===== config.mk =====
export PLATFORM = sky130hd
export DESIGN_NAME = hazard_scheduler_flat
export DESIGN_NICKNAME = d
export VERILOG_FILES = /design/src/rtl/hazard_pkg.sv /design/src/rtl/hazard_scheduler_if.sv /design/src/rtl/hazard_scheduler_sb_match.sv /design/src/rtl/hazard_scheduler.sv /design/src/flat_wrapper.sv
export SDC_FILE = /design/constraint.sdc
export NUM_CORES = 1
export LEC_CHECK = 0
export ABC_AREA = 1
export BUFFER_PORTS_ARGS = -buffer_cell sky130_fd_sc_hd__buf_2
export CORE_ASPECT_RATIO = 0.8
export CORE_MARGIN = 8
export CORE_UTILIZATION = 52
export CTS_CLUSTER_DIAMETER = 80
export DETAILED_ROUTE_END_ITERATION = 6
export PLACE_DENSITY = 0.74
export SLEW_MARGIN = 20
export SYNTH_ARGS = -nofsm -noshare
export SYNTH_HDL_FRONTEND = slang
export SYNTH_SLANG_ARGS = --single-unit

===== constraint.sdc =====
create_clock -name clk -period 2 [get_ports clk]
set_clock_uncertainty 0.1 [all_clocks]
set_input_delay 0.4 -clock clk [delete_from_list [all_inputs] [get_ports clk]]
set_output_delay 0.4 -clock clk [all_outputs]
set_load 0.02 [all_outputs]

===== src/rtl/hazard_pkg.sv =====
// -----------------------------------------------------------------------------
// hazard_pkg
// Shared definitions for the hazard/forwarding controller:
//   - forward select encodings driven to the decode-stage operand muxes
//   - controller state encoding
//   - shadow scoreboard entry layout and a producer helper
// -----------------------------------------------------------------------------
package hazard_pkg;

  localparam int RF_IDX_W = 5;

  // Operand source selects seen by the decode-stage bypass muxes.
  localparam logic [1:0] FWD_RF  = 2'd0;
  localparam logic [1:0] FWD_EX  = 2'd1;
  localparam logic [1:0] FWD_MEM = 2'd2;
  localparam logic [1:0] FWD_WB  = 2'd3;

  typedef enum logic [1:0] {
    RUN      = 2'd0,
    LU_STALL = 2'd1,
    FREEZE   = 2'd2
  } hz_state_e;

  // One in-flight destination: {valid_wr, is_load, rd}.
  typedef struct packed {
    logic                valid_wr;
    logic                is_load;
    logic [RF_IDX_W-1:0] rd;
  } sb_entry_t;

  localparam int SB_ENTRY_W = $bits(sb_entry_t);

  // x0 is hardwired to zero, so a write to it never produces a value.
  function automatic logic is_producer(sb_entry_t e);
    return e.valid_wr && (e.rd != '0);
  endfunction

endpackage


===== src/rtl/hazard_scheduler_if.sv =====
// -----------------------------------------------------------------------------
// hazard_scheduler_if
// Decode-stage <-> hazard controller bundle.
//   master : decode side, drives ID instruction fields, jump_taken, mem_busy
//            and consumes enables, bubble/flush controls, forward selects and
//            performance counters.
//   slave  : the hazard controller.
// -----------------------------------------------------------------------------
interface hazard_scheduler_if #(
  parameter int CNT_W = 32
);
  logic [4:0]       ID_Src1_hu;
  logic [4:0]       ID_Src2_hu;
  logic             id_use1;
  logic             id_use2;
  logic [4:0]       id_rd;
  logic             id_reg_write;
  logic             id_mem_read;
  logic             jump_taken;
  logic             mem_busy;

  logic             pc_en;
  logic             IF_ID_en;
  logic             ID_EX_en;
  logic             IF_ID_flush;
  logic             NOP;
  logic [1:0]       forwardSrc1;
  logic [1:0]       forwardSrc2;
  logic [CNT_W-1:0] stall_cnt;
  logic [CNT_W-1:0] flush_cnt;

  modport master (
    output ID_Src1_hu, ID_Src2_hu, id_use1, id_use2, id_rd,
           id_reg_write, id_mem_read, jump_taken, mem_busy,
    input  pc_en, IF_ID_en, ID_EX_en, IF_ID_flush, NOP,
           forwardSrc1, forwardSrc2, stall_cnt, flush_cnt
  );

  modport slave (
    input  ID_Src1_hu, ID_Src2_hu, id_use1, id_use2, id_rd,
           id_reg_write, id_mem_read, jump_taken, mem_busy,
    output pc_en, IF_ID_en, ID_EX_en, IF_ID_flush, NOP,
           forwardSrc1, forwardSrc2, stall_cnt, flush_cnt
  );
endinterface


===== src/rtl/hazard_scheduler_sb_match.sv =====
// -----------------------------------------------------------------------------
// sb_match
// Compares one ID source register against the EX/MEM/WB scoreboard entries.
//   src_i, use_i        : source index and whether the instruction reads it
//   ex_i, mem_i, wb_i   : scoreboard entries, youngest first
//   sel_o               : prioritised forward select (EX > MEM > WB > RF)
//   load_hit_o          : the EX producer for this source is a load
// -----------------------------------------------------------------------------
module sb_match
  import hazard_pkg::*;
(
  input  logic [4:0] src_i,
  input  logic       use_i,
  input  sb_entry_t  ex_i,
  input  sb_entry_t  mem_i,
  input  sb_entry_t  wb_i,
  output logic [1:0] sel_o,
  output logic       load_hit_o
);

  logic live_src;
  logic hit_ex;
  logic hit_mem;
  logic hit_wb;

  // A source of x0 always reads the constant zero from the RF.
  assign live_src = use_i && (src_i != '0);
  assign hit_ex   = live_src && is_producer(ex_i)  && (ex_i.rd  == src_i);
  assign hit_mem  = live_src && is_producer(mem_i) && (mem_i.rd == src_i);
  assign hit_wb   = live_src && is_producer(wb_i)  && (wb_i.rd  == src_i);

  always_comb begin
    // NOTE: every combinational output gets a default first, so no path
    // through the if-chain can leave it unassigned and infer a latch.
    sel_o = FWD_RF;
    if (hit_ex)       sel_o = FWD_EX;
    else if (hit_mem) sel_o = FWD_MEM;
    else if (hit_wb)  sel_o = FWD_WB;
  end

  assign load_hit_o = hit_ex && ex_i.is_load;

endmodule


===== src/rtl/hazard_scheduler.sv =====
// -----------------------------------------------------------------------------
// hazard_scheduler
// Hazard and forwarding controller for the 5-stage RV32I pipeline.
// Tracks the destinations in flight in EX/MEM/WB, drives the decode-stage
// forward selects, the ID/EX bubble, pipeline register enables and the IF/ID
// flush, and counts stall/flush cycles with saturating counters.
//   clk  : pipeline clock, rising edge
//   rst  : asynchronous reset, active-low
//   hz   : slave side of hazard_scheduler_if (ID fields in, controls out)
// Priority of control decisions: mem_busy freeze > load-use stall >
// jump flush > normal flow. All controls are combinational; only the
// scoreboard, state and counters are registered.
// -----------------------------------------------------------------------------
module hazard_scheduler
  import hazard_pkg::*;
#(
  parameter int CNT_W = 32
) (
  input  logic                clk,
  input  logic                rst,
  hazard_scheduler_if.slave   hz
);

  sb_entry_t        ex_q, mem_q, wb_q;
  sb_entry_t        ex_d;
  hz_state_e        state_q, state_d;
  logic [CNT_W-1:0] stall_cnt_q, stall_cnt_d;
  logic [CNT_W-1:0] flush_cnt_q, flush_cnt_d;

  logic load_hit1;
  logic load_hit2;
  logic lu_hazard;

  sb_match u_match_src1 (
    .src_i      (hz.ID_Src1_hu),
    .use_i      (hz.id_use1),
    .ex_i       (ex_q),
    .mem_i      (mem_q),
    .wb_i       (wb_q),
    .sel_o      (hz.forwardSrc1),
    .load_hit_o (load_hit1)
  );

  sb_match u_match_src2 (
    .src_i      (hz.ID_Src2_hu),
    .use_i      (hz.id_use2),
    .ex_i       (ex_q),
    .mem_i      (mem_q),
    .wb_i       (wb_q),
    .sel_o      (hz.forwardSrc2),
    .load_hit_o (load_hit2)
  );

  // A freeze masks the stall: the load stays in EX and is re-evaluated on
  // the first cycle after mem_busy drops, costing exactly one bubble then.
  assign lu_hazard = (load_hit1 || load_hit2) && !hz.mem_busy;

  // ---------------------------------------------------------------------------
  // Pipeline controls
  // ---------------------------------------------------------------------------
  always_comb begin
    hz.pc_en       = 1'b1;
    hz.IF_ID_en    = 1'b1;
    hz.ID_EX_en    = 1'b1;
    hz.NOP         = 1'b0;
    hz.IF_ID_flush = 1'b0;
    if (hz.mem_busy) begin
      hz.pc_en    = 1'b0;
      hz.IF_ID_en = 1'b0;
      hz.ID_EX_en = 1'b0;
    end else if (lu_hazard) begin
      // Hold PC and IF/ID, push a bubble into EX. A jump resolved now used
      // a stale operand, so it is not honoured until the retry.
      hz.pc_en    = 1'b0;
      hz.IF_ID_en = 1'b0;
      hz.NOP      = 1'b1;
    end else begin
      hz.IF_ID_flush = hz.jump_taken;
    end
  end

  // ---------------------------------------------------------------------------
  // Next state
  // ---------------------------------------------------------------------------
  always_comb begin
    ex_d.valid_wr = hz.id_reg_write && !hz.NOP;
    ex_d.is_load  = hz.id_mem_read  && !hz.NOP;
    ex_d.rd       = hz.id_rd;

    if (hz.mem_busy)     state_d = FREEZE;
    else if (lu_hazard)  state_d = LU_STALL;
    else                 state_d = RUN;

    stall_cnt_d = stall_cnt_q;
    if (lu_hazard && (stall_cnt_q != '1)) stall_cnt_d = stall_cnt_q + CNT_W'(1);

    flush_cnt_d = flush_cnt_q;
    if (hz.IF_ID_flush && (flush_cnt_q != '1)) flush_cnt_d = flush_cnt_q + CNT_W'(1);
  end

  // ---------------------------------------------------------------------------
  // State registers
  // ---------------------------------------------------------------------------
  always_ff @(posedge clk or negedge rst) begin
    if (!rst) begin
      // NOTE: the scoreboard is three flop entries, not a RAM, so it is
      // reset explicitly; stale valid bits would fake hazards after reset.
      ex_q        <= '0;
      mem_q       <= '0;
      wb_q        <= '0;
      state_q     <= RUN;
      stall_cnt_q <= '0;
      flush_cnt_q <= '0;
    end else begin
      // NOTE: non-blocking assignments let the shift WB<-MEM<-EX read the
      // pre-edge values regardless of statement order.
      state_q     <= state_d;
      stall_cnt_q <= stall_cnt_d;
      flush_cnt_q <= flush_cnt_d;
      if (!hz.mem_busy) begin
        wb_q  <= mem_q;
        mem_q <= ex_q;
        ex_q  <= ex_d;
      end
    end
  end

  assign hz.stall_cnt = stall_cnt_q;
  assign hz.flush_cnt = flush_cnt_q;

  // The bubble injected by a load-use stall sits in EX next cycle, so the
  // same load can never stall two cycles in a row.
  a_single_cycle_stall : assert property (
    @(posedge clk) disable iff (!rst) (state_q == LU_STALL) |-> !lu_hazard
  );

endmodule


===== src/flat_wrapper.sv =====
// flat-port wrapper written by rule: the top's interface ports become plain ports
module hazard_scheduler_flat import hazard_pkg::*;
#(
  parameter int CNT_W = 32
)
  (clk, rst, hz_ID_Src1_hu, hz_ID_Src2_hu, hz_id_use1, hz_id_use2, hz_id_rd, hz_id_reg_write, hz_id_mem_read, hz_jump_taken, hz_mem_busy, hz_pc_en, hz_IF_ID_en, hz_ID_EX_en, hz_IF_ID_flush, hz_NOP, hz_forwardSrc1, hz_forwardSrc2, hz_stall_cnt, hz_flush_cnt);
  hazard_scheduler_if #(.CNT_W(CNT_W)) hz_i ();
  input  logic clk;
  input  logic rst;
  input wire logic [$bits(hz_i.ID_Src1_hu)-1:0] hz_ID_Src1_hu;
  input wire logic [$bits(hz_i.ID_Src2_hu)-1:0] hz_ID_Src2_hu;
  input wire logic [$bits(hz_i.id_use1)-1:0] hz_id_use1;
  input wire logic [$bits(hz_i.id_use2)-1:0] hz_id_use2;
  input wire logic [$bits(hz_i.id_rd)-1:0] hz_id_rd;
  input wire logic [$bits(hz_i.id_reg_write)-1:0] hz_id_reg_write;
  input wire logic [$bits(hz_i.id_mem_read)-1:0] hz_id_mem_read;
  input wire logic [$bits(hz_i.jump_taken)-1:0] hz_jump_taken;
  input wire logic [$bits(hz_i.mem_busy)-1:0] hz_mem_busy;
  output wire logic [$bits(hz_i.pc_en)-1:0] hz_pc_en;
  output wire logic [$bits(hz_i.IF_ID_en)-1:0] hz_IF_ID_en;
  output wire logic [$bits(hz_i.ID_EX_en)-1:0] hz_ID_EX_en;
  output wire logic [$bits(hz_i.IF_ID_flush)-1:0] hz_IF_ID_flush;
  output wire logic [$bits(hz_i.NOP)-1:0] hz_NOP;
  output wire logic [$bits(hz_i.forwardSrc1)-1:0] hz_forwardSrc1;
  output wire logic [$bits(hz_i.forwardSrc2)-1:0] hz_forwardSrc2;
  output wire logic [$bits(hz_i.stall_cnt)-1:0] hz_stall_cnt;
  output wire logic [$bits(hz_i.flush_cnt)-1:0] hz_flush_cnt;
  assign hz_i.ID_Src1_hu = hz_ID_Src1_hu;
  assign hz_i.ID_Src2_hu = hz_ID_Src2_hu;
  assign hz_i.id_use1 = hz_id_use1;
  assign hz_i.id_use2 = hz_id_use2;
  assign hz_i.id_rd = hz_id_rd;
  assign hz_i.id_reg_write = hz_id_reg_write;
  assign hz_i.id_mem_read = hz_id_mem_read;
  assign hz_i.jump_taken = hz_jump_taken;
  assign hz_i.mem_busy = hz_mem_busy;
  assign hz_pc_en = hz_i.pc_en;
  assign hz_IF_ID_en = hz_i.IF_ID_en;
  assign hz_ID_EX_en = hz_i.ID_EX_en;
  assign hz_IF_ID_flush = hz_i.IF_ID_flush;
  assign hz_NOP = hz_i.NOP;
  assign hz_forwardSrc1 = hz_i.forwardSrc1;
  assign hz_forwardSrc2 = hz_i.forwardSrc2;
  assign hz_stall_cnt = hz_i.stall_cnt;
  assign hz_flush_cnt = hz_i.flush_cnt;
  hazard_scheduler #(.CNT_W(CNT_W)) u_core (.clk(clk), .rst(rst), .hz(hz_i));
endmodule

Word-level counts from Yosys, hierarchy flattened

Index checks and enable logic that the tools add are counted.

$add $sub $neg: 2
Mux-type cells: 13
Equal/unequal tests: 8
Reduce and logical (&&, ||, !) cells: 32

Operator list:

| cell                  | count |
|---|---|
| $add 32x1->32 const B | 2 |
| $ne 32x32->1 const B  | 2 |
| $eq 5x5->1            | 6 |
| $reduce_bool 5->1     | 5 |
| $logic_and 1x1->1     | 24 |
| $mux 2                | 6 |
| $mux 1                | 7 |
| $logic_not 1->1       | 2 |
| $logic_or 1x1->1      | 1 |

Register bits: 83
Output and inout bits: 73
Word-level logic and storage cells: 64

Depth between registers and ports, before layout

Depth after elaboration: 11
Mapped depth: 13

Modules after synthesis

From an unflattened synthesis, not the netlist that was laid out.

Cell total of the unflattened synthesis: 940
Area total of the unflattened synthesis: 5841.9 µm²

Modules (own cells, without submodules):

| module           | instances | area an instance (µm²) | cells an instance |
|---|---|---|---|
| hazard_scheduler | 1         | 5043.6                 | 756 |
| sb_match         | 2         | 399.1                  | 92 |

Least setup slack after synthesis

Ideal clock, no wire load.

Path type: input port to output port
Start point: input hz_ID_Src2_hu[1]
End point: output hz_pc_en
Slack: -0.100 ns
Data arrival time: 1.600 ns
Stages: 10
Cell sequence: buf_2 nor2_1 nand3_1 nand2_1 nor2_1 nand3_1 nand2_2 nor2_4 buf_2 buf_4

Word-level cells in the longest chain between the ends: 9
Elaborated cells on any way between the ends: 10

Ends and longest elaborated chain:

| element               | RTL line                        | RTL |
|---|---|---|
| start: declaration    | flat_wrapper.sv:11              | `input wire logic [$bits(hz_i.ID_Src2_hu)-1:0] hz_ID_Src2_hu;` |
| $reduce_bool 5->1     | hazard_scheduler_sb_match.sv:27 | `assign live_src = use_i && (src_i != '0);` |
| $logic_and 1x1->1     | hazard_scheduler_sb_match.sv:27 |  |
| $logic_and 1x1->1     | hazard_scheduler_sb_match.sv:28 | `assign hit_ex = live_src && is_producer(ex_i) && (ex_i.rd == src_i);` |
| $logic_and 1x1->1 *   | hazard_scheduler_sb_match.sv:28 |  |
| $logic_and 1x1->1 *   | hazard_scheduler_sb_match.sv:41 | `assign load_hit_o = hit_ex && ex_i.is_load;` |
| $logic_or 1x1->1 *    | hazard_scheduler.sv:56          | `assign lu_hazard = (load_hit1 \|\| load_hit2) && !hz.mem_busy;` |
| $logic_and 1x1->1 *   | hazard_scheduler.sv:56          |  |
| $mux 1 * (2 in a row) | -                               |  |
| end: declaration      | flat_wrapper.sv:19              | `output wire logic [$bits(hz_i.pc_en)-1:0] hz_pc_en;` |

Mark *: on every way between the ends. The rest lies on a longest branch, timed or not.

Worst setup path after layout

Start point: register u_core.ex_q[1] (netlist bit)
End point: output hz_NOP

Word-level cells in the longest chain between the ends: 9
Elaborated cells on any way between the ends: 14

Ends and longest elaborated chain:

| element                        | RTL line                        | RTL |
|---|---|---|
| start: declaration             | hazard_scheduler.sv:24          | `sb_entry_t ex_q, mem_q, wb_q;` |
| start signal: assignment       | hazard_scheduler.sv:108         | `ex_q <= '0;` |
| start signal: assignment       | hazard_scheduler.sv:123         | `ex_q <= ex_d;` |
| $reduce_bool 5->1              | hazard_pkg.sv:35                | `return e.valid_wr && (e.rd != '0);` |
| $logic_and 1x1->1              | hazard_pkg.sv:35                |  |
| $logic_and 1x1->1 (2 in a row) | hazard_scheduler_sb_match.sv:28 |  |
| $logic_and 1x1->1              | hazard_scheduler_sb_match.sv:41 |  |
| $logic_or 1x1->1 *             | hazard_scheduler.sv:56          |  |
| $logic_and 1x1->1 *            | hazard_scheduler.sv:56          |  |
| $mux 1 *                       | hazard_scheduler.sv:71          | `end else if (lu_hazard) begin` |
| $mux 1 *                       | hazard_scheduler.sv:67          | `if (hz.mem_busy) begin` |
| end: declaration               | flat_wrapper.sv:23              | `output wire logic [$bits(hz_i.NOP)-1:0] hz_NOP;` |

Marked as above.

==> results.py <==
metrics = {
    "drt": {
        "wirelength_um": 17400,
        "vias": 5986,
        "wl_per_cell_um": 15.6,
        "viasPerCell": 5.38,
        "drtIter0Drc": 707,
        "ant_nets": 0,
        "drc": 0,
        "first_pass_iters": 5,
    },
    "sta": {
        "worst_slack_ns": -0.268,
        "fin_crit_sh": 1.13,
        "period_needed_ns": 2.27,
        "rsz0062_at_grt": "yes",
        "fmax_mhz": 441,
        "tightest_slew_ns": 0.466,
        "slew_viol_final": 0,
        "slew_headroom": 0.689,
        "fin_hold_ws_ns": -0.0435,
        "setup_viol": 8,
        "hold_viol": 19,
    },
    "yosys": {
        "avgSynthCellArea_um2": 6.94,
        "yosysSeqAreaShare": 0.363,
        "synthDistinctLibCells": 34,
        "synth_area_um2": 5720,
        "synth_seq_cells": 83,
        "yosys_warnings": 0,
        "ys.flop_type": "dfrtp_1",
        "synth_edf_count": 0,
        "synth_fp_nets": 849,
        "synthArstFlopShare": 1.00,
        "netlist_instances": 824,
    },
    "floorplanning": {
        "die_w_um": 133,
        "die_y_um": 110,
        "ios": 96,
        "core_um2": 10800,
        "start_util": 0.529,
        "fp-row-count": 34,
        "dieArea_um2": 14600,
    },
    "setup_path": {
        "cp-startpoint": "u_core.ex_q[1]",
        "crit_arrival_ns": 1.77,
        "endpoint_kind": "output port",
        "reg2reg_from": "u_core.ex_q[1]",
        "criticalPathCategory": "register to output port",
        "crit_required_ns": 1.50,
        "cp-start-kind": "register",
        "critPathMaxFanout": 5,
    },
    "clock_tree": {
        "cts_root_buffer": "clkbuf_16",
        "clkLatencyLatePin_ns": 0.35,
        "cts_buffer_depth": 2,
        "holdBufCountCts": 0,
        "cts_tree": "done",
        "cts.sinks": 83,
        "h-tree-depth": 3,
        "path_clk_slew_ns": 0.06,
        "cts-buffers-inserted": 9,
    },
    "cells_and_area": {
        "mostFrequentLayoutCells": "323 x nand2_1, 86 x buf_2, 74 x dfrtp_1, 72 x nor2_1, 53 x inv_1",
        "instances_no_fill": 1113,
        "diodes": 0,
        "final_util": 0.676,
        "syn_to_final_growth_pct": 27.8,
        "layout-drive-gt1-share": 0.240,
        "nets": 989,
        "postLayoutCellArea_um2": 7310,
        "final_common_cell": "nand2_1",
    },
    "min_path": {
        "worstHoldPathType": "primary input to async pin",
    },
    "power_and_ir_drop": {
        "p_per_area_nw_per_um2": 622,
        "power.leakage_nw": 3.73,
        "ir_drop_mv": 0.382,
    },
    "flow_run": {
        "maxCapViolations": 0,
    },
    "placement": {
        "gp_congestion": 0.995,
        "dp_hpwl_um": 12300,
        "numPlacedInstances": 1079,
        "dpl_worst_slack_ns": -0.0680,
        "port-buffer-count": 95,
        "place_area_um2": 6580,
    },
    "run_status": {
        "violations": "negative hold slack, negative setup slack",
        "status": "finished, violations left",
    },
    "global_route": {
        "grt_usage": 0.232,
        "grt_pass1_wl_um": 27600,
        "grt_pass1_vias": 5444,
        "grt_max_degree": 84,
        "antenna_found_initial": 0,
        "overflow": 0,
    },
}
-- cells by family (layout without fill, tap and decap cells) --
group | after synthesis | count (layout) | synth area share
AOI/OAI and AO/OA | 25 | 25 | 0.0254
xor gates and xnor gates | 69 | 69 | 0.106
adders and majority gates | 2 | 2 | 0.00437
buffers and inverters | 88 | 233 | 0.0706
DFF | 83 | 83 | 0.363
and+or+nand+nor | 557 | 557 | 0.431
-- flip-flops by register name, indices dropped and copies added, names as in the netlist --
register / cells
u_core.ex_q: 7
u_core.hz.flush_cnt: 32
u_core.hz.stall_cnt: 32
u_core.mem_q: 6
u_core.wb_q: 6
-- cell type report --
class                      count  area, µm²
sequential                    83       2090
clock inverter                 6        113
tap                          144        180
timing repair buffer         155       1120
multi-input combinational    653       3350
clock buffer                  10        229
inverter                      62        233
fill                         940       3500
-- worst paths after layout --
| check | cells after the start | slack, ns | to |
|---|---|---|---|
| setup / recovery | 9 | -0.27 | hz_NOP |
| hold / removal | 2 | -0.04 | u_core.hz.stall_cnt[13] |
| setup reg to reg | 13 | 0.01 | u_core.hz.stall_cnt[28] |
| hold reg to reg | 2 | 0.40 | u_core.wb_q[6] |
| max in group asynchronous | 2 | 1.43 | u_core.ex_q[1] |
| min in group clk | 3 | 0.15 | u_core.ex_q[5] |
-- metrics by stage --
stage	hold slack (ns)	power, mW	setup TNS (ns)
floorplan	0.00441	2.28	-0.0328
global placement	0.365	2.54	0
detailed placement	0.375	2.56	-0.0694
CTS	0.00278	4.52	-1.49
global route	0.00345	4.73	-4.00
finish	-0.0435	4.54	-1.66
-- timing repair --
item                                    CTS  global route
hold endpoints to repair                  0             0
cloned                                    0             4
buffers inserted                          5            10
pin swaps                                 8            20
endpoints found under the setup margin    8            73
resized for setup                        28            37
-- cell usage after synthesis, types with 8 or more instances --
library cell / number / area [µm²]
xnor2_1: 32 / 280
xor2_1: 37 / 324
nand2_1: 332 / 1250
buf_6: 8 / 90.1
nor3_1: 32 / 160
nand3_1: 47 / 235
inv_1: 57 / 214
nor2_1: 75 / 282
dfrtp_1: 83 / 2080
o21ai_0: 19 / 95.1
nand3b_1: 8 / 60.1
buf_2: 8 / 40.0
nand4_1: 43 / 269
-- layer usage --
metal | wire [µm] | GRT usage | vias up
li1 | - | - | 2908
met1 | 7810 | 0.333 | 2804
met2 | 7770 | 0.338 | 257
met3 | 1620 | 0.0639 | 17
met4 | 155 | 0.0536 | 0
met5 | 0 | 0 | -
-- critical path, cell delays in order (launching register included) --
cell and delay (ns):
dfrtp_2 0.44, buf_4 0.16, xnor2_2 0.16, nand3_1 0.10, nor2_1 0.09, nand2_1 0.06
nand2_2 0.09, nand2_4 0.07, nor2_8 0.12, buf_6 0.13
-- report_power, final --
| group | total (mW) | internal [mW] | switching (mW) | leakage (nW) |
|---|---|---|---|---|
| Sequential | 1.88 | 1.77 | 0.115 | 1.11 |
| Clock | 1.94 | 1.23 | 0.715 | 0.167 |
| Combinational | 0.723 | 0.294 | 0.429 | 2.45 |
| Total | 4.54 | 3.29 | 1.26 | 3.73 |
Note: power is estimated with default switching activity, not from simulation.
